**src/rtl/adler32_multibyte_pkg.sv**
```systemverilog
// Shared constants, state encoding and lane-count helper for the multi-byte Adler-32 engine.
package adler32_pkg;

   localparam logic [15:0] ADLER_MOD = 16'd65521;

   typedef enum logic [1:0] {IDLE, RUN, DONE} state_t;

   // Number of contiguous set bits starting at lane 0; anything past the first gap is ignored.
   function automatic logic [3:0] keep_count(input logic [7:0] keep, input int lanes);
      logic [3:0] n;
      logic       stop;
      n    = '0;
      stop = 1'b0;
      for (int i = 0; i < 8; i++) begin
         if (i < lanes && !stop) begin
            if (keep[i]) n = n + 4'd1;
            else         stop = 1'b1;
         end
      end
      return n;
   endfunction

endpackage

```
**src/rtl/adler32_multibyte_if.sv**
```systemverilog
// Input beat stream and checksum result stream of the Adler-32 engine, with source/engine modports.
interface adler32_multibyte_if #(
   parameter int BPB   = 4,
   parameter int LEN_W = 32
);
   logic                 in_valid;
   logic                 in_ready;
   logic [8*BPB-1:0]     in_data;
   logic [BPB-1:0]       in_keep;
   logic                 in_last;
   logic                 cks_valid;
   logic                 cks_ready;
   logic [31:0]          cks;
   logic [LEN_W-1:0]     cks_len;

   modport master (
      output in_valid, in_data, in_keep, in_last, cks_ready,
      input  in_ready, cks_valid, cks, cks_len
   );

   modport slave (
      input  in_valid, in_data, in_keep, in_last, cks_ready,
      output in_ready, cks_valid, cks, cks_len
   );
endinterface

```
**src/rtl/adler32_multibyte_mod_reduce.sv**
```systemverilog
// Combinational reduction of a 20-bit value modulo 65521 using 2^16 = 15 (mod 65521).
module adler32_mod_reduce
   import adler32_pkg::*;
(
   input  logic [19:0] x,
   output logic [15:0] y
);

   logic [16:0] folded;

   // One fold brings any 20-bit input below 65776, so a single subtract finishes the job.
   always_comb begin
      folded = 17'(x[19:16]) * 17'd15 + 17'(x[15:0]);
      if (folded >= 17'(ADLER_MOD)) y = 16'(folded - 17'(ADLER_MOD));
      else                          y = folded[15:0];
   end

endmodule

```
**src/rtl/adler32_multibyte.sv**
```systemverilog
// Streaming Adler-32 engine taking BYTES_PER_BEAT bytes per beat and reporting {B,A} plus byte length.
// Optional ADLER32_SEED_EN adds a seed port giving the {B,A} start value of each message.
module adler32_multibyte
   import adler32_pkg::*;
#(
   parameter int BYTES_PER_BEAT = 4,
   parameter int LEN_W          = 32
) (
   input  logic clock,
   input  logic rst,
`ifdef ADLER32_SEED_EN
   input  logic [31:0] seed,
`endif
   adler32_multibyte_if.slave bus
);

   state_t           state, state_next;
   logic [15:0]      a_reg, b_reg;
   logic [LEN_W-1:0] len_reg;
   logic             accept;
   logic [7:0]       keep_ext;
   logic [3:0]       k;
   logic [15:0]      a_base, b_base;
   logic [19:0]      sum_d, wsum, a_raw, b_raw;
   logic [15:0]      a_new, b_new;

   assign accept        = bus.in_valid && (state != DONE);
   assign bus.in_ready  = (state != DONE);
   assign bus.cks_valid = (state == DONE);
   assign bus.cks       = {b_reg, a_reg};
   assign bus.cks_len   = len_reg;

   // The first beat of a message starts from the seed when seeding is built in.
   always_comb begin
`ifdef ADLER32_SEED_EN
      logic [15:0] seed_a, seed_b;
      seed_a = (seed[15:0]  >= ADLER_MOD) ? seed[15:0]  - ADLER_MOD : seed[15:0];
      seed_b = (seed[31:16] >= ADLER_MOD) ? seed[31:16] - ADLER_MOD : seed[31:16];
      a_base = (state == IDLE) ? seed_a : a_reg;
      b_base = (state == IDLE) ? seed_b : b_reg;
`else
      a_base = a_reg;
      b_base = b_reg;
`endif
   end

   // B advances by k copies of the old A plus each byte weighted by how many later sums it enters.
   always_comb begin
      keep_ext                     = '0;
      keep_ext[BYTES_PER_BEAT-1:0] = bus.in_keep;
      k     = keep_count(keep_ext, BYTES_PER_BEAT);
      sum_d = '0;
      wsum  = '0;
      for (int i = 0; i < BYTES_PER_BEAT; i++) begin
         if (4'(i) < k) begin
            sum_d = sum_d + 20'(bus.in_data[8*i +: 8]);
            wsum  = wsum + 20'(k - 4'(i)) * 20'(bus.in_data[8*i +: 8]);
         end
      end
      a_raw = 20'(a_base) + sum_d;
      b_raw = 20'(b_base) + 20'(k) * 20'(a_base) + wsum;
   end

   adler32_mod_reduce u_reduce_a (.x(a_raw), .y(a_new));
   adler32_mod_reduce u_reduce_b (.x(b_raw), .y(b_new));

   always_ff @(posedge clock) begin
      if (rst) state <= IDLE;
      else     state <= state_next;
   end

   always_comb begin
      state_next = state;
      case (state)
         IDLE, RUN: if (accept) state_next = bus.in_last ? DONE : RUN;
         DONE:      if (bus.cks_ready) state_next = IDLE;
         default:   state_next = IDLE;
      endcase
   end

   // Running sums hold through DONE so the result stays put under backpressure.
   always_ff @(posedge clock) begin
      if (rst) begin
         a_reg   <= 16'd1;
         b_reg   <= 16'd0;
         len_reg <= '0;
      end else if (accept) begin
         a_reg   <= a_new;
         b_reg   <= b_new;
         len_reg <= len_reg + LEN_W'(k);
      end else if (state == DONE && bus.cks_ready) begin
         a_reg   <= 16'd1;
         b_reg   <= 16'd0;
         len_reg <= '0;
      end
   end

endmodule

```
**src/flat_wrapper.sv**
```systemverilog
// flat-port wrapper written by rule: the top's interface ports become plain ports
module adler32_multibyte_flat import adler32_pkg::*;
#(
   parameter int BYTES_PER_BEAT = 4,
   parameter int LEN_W          = 32
)
  (clock, rst, bus_in_valid, bus_in_data, bus_in_keep, bus_in_last, bus_cks_ready, bus_in_ready, bus_cks_valid, bus_cks, bus_cks_len);
  adler32_multibyte_if #(.BPB(4), .LEN_W(LEN_W)) bus_i ();
  input  logic clock;
  input  logic rst;
  input wire logic [$bits(bus_i.in_valid)-1:0] bus_in_valid;
  input wire logic [$bits(bus_i.in_data)-1:0] bus_in_data;
  input wire logic [$bits(bus_i.in_keep)-1:0] bus_in_keep;
  input wire logic [$bits(bus_i.in_last)-1:0] bus_in_last;
  input wire logic [$bits(bus_i.cks_ready)-1:0] bus_cks_ready;
  output wire logic [$bits(bus_i.in_ready)-1:0] bus_in_ready;
  output wire logic [$bits(bus_i.cks_valid)-1:0] bus_cks_valid;
  output wire logic [$bits(bus_i.cks)-1:0] bus_cks;
  output wire logic [$bits(bus_i.cks_len)-1:0] bus_cks_len;
  assign bus_i.in_valid = bus_in_valid;
  assign bus_i.in_data = bus_in_data;
  assign bus_i.in_keep = bus_in_keep;
  assign bus_i.in_last = bus_in_last;
  assign bus_i.cks_ready = bus_cks_ready;
  assign bus_in_ready = bus_i.in_ready;
  assign bus_cks_valid = bus_i.cks_valid;
  assign bus_cks = bus_i.cks;
  assign bus_cks_len = bus_i.cks_len;
  adler32_multibyte #(.BYTES_PER_BEAT(BYTES_PER_BEAT), .LEN_W(LEN_W)) u_core (.clock(clock), .rst(rst), .bus(bus_i));
endmodule
```
**config.mk**
```make
export PLATFORM = sky130hd
export DESIGN_NAME = adler32_multibyte_flat
export DESIGN_NICKNAME = d
export VERILOG_FILES = /design/src/rtl/adler32_multibyte_pkg.sv /design/src/rtl/adler32_multibyte_if.sv /design/src/rtl/adler32_multibyte_mod_reduce.sv /design/src/rtl/adler32_multibyte.sv /design/src/flat_wrapper.sv
export SDC_FILE = /design/constraint.sdc
export NUM_CORES = 1
export LEC_CHECK = 0
export CAP_MARGIN = 20
export CELL_PAD_IN_SITES_DETAIL_PLACEMENT = 1
export CELL_PAD_IN_SITES_GLOBAL_PLACEMENT = 2
export CORE_MARGIN = 4
export CORE_UTILIZATION = 35
export DETAILED_ROUTE_END_ITERATION = 8
export PLACE_DENSITY_LB_ADDON = 0.1
export SYNTH_ARGS = -nofsm -noshare
export SYNTH_HDL_FRONTEND = slang
export SYNTH_SLANG_ARGS = --single-unit
```
**constraint.sdc**
```tcl
create_clock -name clock -period 21.9 [get_ports clock]
set_input_delay 2.19 -clock clock [delete_from_list [all_inputs] [get_ports clock]]
set_output_delay 2.19 -clock clock [all_outputs]
set_load 0.01 [all_outputs]
```
==> summary.txt <==
status: finished, violations left
failing checks: setup timing
Hold Path Class: register to register
clock insertion delay at the later pin of the skew report: 0.35 ns
mux share of post-synthesis cell area: 0.0174
CP Class: input pin to register
min cycle time layout: 22.10 ns
hpwl dp: 54500 microns
global route total overflow: 0
area share of fa/ha/maj cells after synthesis: 0.447
Yosys cell types: 83
Seq. cell area: 1320 sq um
area of the multi-input gates: 17300 sq um
FMAX: 45.2 MHz
Pre-antenna DRT Iters: 5
WL per Instance: 19.6 microns
Synth Area in Compound Gates: 0.145
Syn-to-layout area delta: 29.7%
most frequent cells in the layout: inv_1 (412), fa_1 (298), buf_4 (287)
final setup vio count: 15
Cells after Synth: 2274
Clock Skews: 0.00616 ns
Port Buf Inserts: 106
Clk pin slew, worst setup/hold paths: 0.06 ns
Die Footprint: 58600 sq um
cell mode on critical path: buf_4
vias: 17076
TritonCTS Sinks: 66
critical path required time: 22.13 ns
drt total wl: 66000 microns
Worst Setup Start Kind: input pin
Final Cycle Share: 1.01
post-layout net count: 3211
ANT nets after route: 0
layout cells sized above 1: 0.202
number of antenna diodes: 0
initial antenna violation count: 1
I/O pin total: 107
register area share after synthesis: 0.0689
slowest cell delay on critical path: 0.57 ns
Simple-Gate Fraction of Synth Area: 0.163
unrepaired setup endpoints after global routing: yes
aggregate global-route resource usage: 0.222
number of global-route vias before repair: 19092
# DRC: 0
Post-Syn Area: 19200 sq um
die height: 242 microns
Num CTS Buffers: 9
Vias/cell: 5.07
CP Max Fanout: 4
Mean Syn Cell Area: 8.43 sq um
largest net degree at the start of global routing: 47
initial core utilization: 0.355
final setup margin: -0.203 ns
WP data arrival: 22.34 ns
gpl congestion: 0.874
post-layout util: 0.460
H-Tree Depth: 3
clock tree buffer depth: 2
Clk Tree Root Cell: clkbuf_16
first-pass GRT wire length: 105000 microns
DRT iter0 DRCs: 517
ys flop type: dfxtp_1
CTS tree: built
hold_buf cts: 0
EDFF count, synth: 0
Pins Over Slew Limit: 0
CP Capture Type: register
largest family of logic cells by synthesized area: adder cells
slew margin rel.: 0.376
Max stage delay cell, worst path: fa_1
register bit total from synthesis: 66
Worst Max-Slew Pin Slew: 0.934 ns
Max-Cap Viols: 0
final hold vios: 0
Floorplan Core Area: 54000 sq um
Yosys warnings: 0
Place WS: -1.29 ns
Min Hold Slack: 0.484 ns
most common cell after layout, fill and taps aside: inv_1
Post-synth ARST share: 0
fillers: 6320
DIE WIDTH: 242 microns
num rows: 85
Synth Area in XOR/XNOR: 0.0628
[path summary, 6_finish.rpt]
check	from	end	slack, ns	cells past startpoint
hold / removal	u_core.state[1]$_SDFFE_PP0P_	u_core.state[0]$_SDFFE_PP0P_	0.48	1
setup / recovery	bus_in_keep[2]	u_core.b_base[5]$_SDFFE_PP0P_	-0.20	100
hold reg to reg	u_core.state[1]$_SDFFE_PP0P_	u_core.state[0]$_SDFFE_PP0P_	0.48	1
setup reg to reg	u_core.a_base[3]$_SDFFE_PP0P_	u_core.b_base[5]$_SDFFE_PP0P_	12.53	33
[synth_stat cells (13+ instances only)]
cell type / n / area [sq um]
or3_1: 17 / 106
o21ai_0: 66 / 330
dfxtp_1: 66 / 1320
a21oi_1: 122 / 611
nor2b_1: 22 / 138
o211ai_1: 15 / 113
nor2_1: 125 / 469
fa_1: 300 / 6010
and3_1: 28 / 175
mux2_2: 19 / 214
xnor2_1: 91 / 797
ha_1: 205 / 2560
o21bai_1: 21 / 158
inv_1: 437 / 1640
clkbuf_1: 42 / 158
a21o_1: 30 / 225
nand2b_1: 33 / 206
xor2_1: 35 / 307
nand2_1: 198 / 743
and2_1: 75 / 469
nand3_1: 57 / 285
nor3_1: 31 / 155
a31oi_1: 13 / 81.3
o21a_1: 25 / 188
[repair_timing]
item / in CTS / in global routing
endpoints found under the hold margin: 0 / 0
buffers inserted: 67 / 13
pin swaps: 119 / 114
resized for setup: 94 / 88
endpoints found under the setup margin: 16 / 16
[per-layer routing]
| layer | vias to the layer above | GRT usage | part of all wire |
|---|---|---|---|
| met5 | - | 0 | 0.00021 |
| met4 | 2 | 0.0567 | 0.024 |
| met3 | 71 | 0.0167 | 0.021 |
| met2 | 186 | 0.389 | 0.49 |
| met1 | 8655 | 0.297 | 0.46 |
| li1 | 8162 | - | - |
[metrics by stage]
step | TNS [ns] | std cells | area (sq um)
floorplan | 0 | 2298 | 19800
global placement | -13.28 | 3268 | 23100
detailed placement | -19.21 | 3268 | 23100
CTS | -0.607 | 3351 | 24300
global route | -13.25 | 3366 | 24900
finish | -1.38 | 3366 | 24900
[sequential cells by signal (all words and copies together) (netlist names)]
signal              cells
u_core.a_base          16
u_core.state            2
u_core.b_base          16
u_core.bus.cks_len     32
[layout make-up]
| class | instances | area share |
|---|---|---|
| clock buffers | 10 | 0.00961 |
| clock inverters | 6 | 0.00453 |
| flip-flops and latches | 66 | 0.0531 |
| well taps | 696 | 0.0350 |
| inverters | 438 | 0.0664 |
| repair buffers | 404 | 0.135 |
| multi-input cells | 1746 | 0.696 |
[critical path: cells and delay by family]
| kind | cells | cell delay [ns] |
|---|---|---|
| AO/OA/AOI/OAI | 20 | 3.68 |
| XOR/XNOR | 3 | 0.51 |
| adder cells (fa/ha/maj) | 22 | 9.35 |
| buffers and inverters | 41 | 4.35 |
| multiplexers | 2 | 0.52 |
| AND/OR/NAND/NOR | 12 | 1.75 |
[cell families after synthesis]
family | count (synthesis)
flops | 66
simple gates | 637
fa+ha+maj | 506
other cells | 2
xor+xnor | 131
compound gates | 415
buf+inv | 486
mux | 31
Power is left out: the tool's default activity adds up to more than one toggle a clock period on the data nets, which glitch-free logic cannot reach.
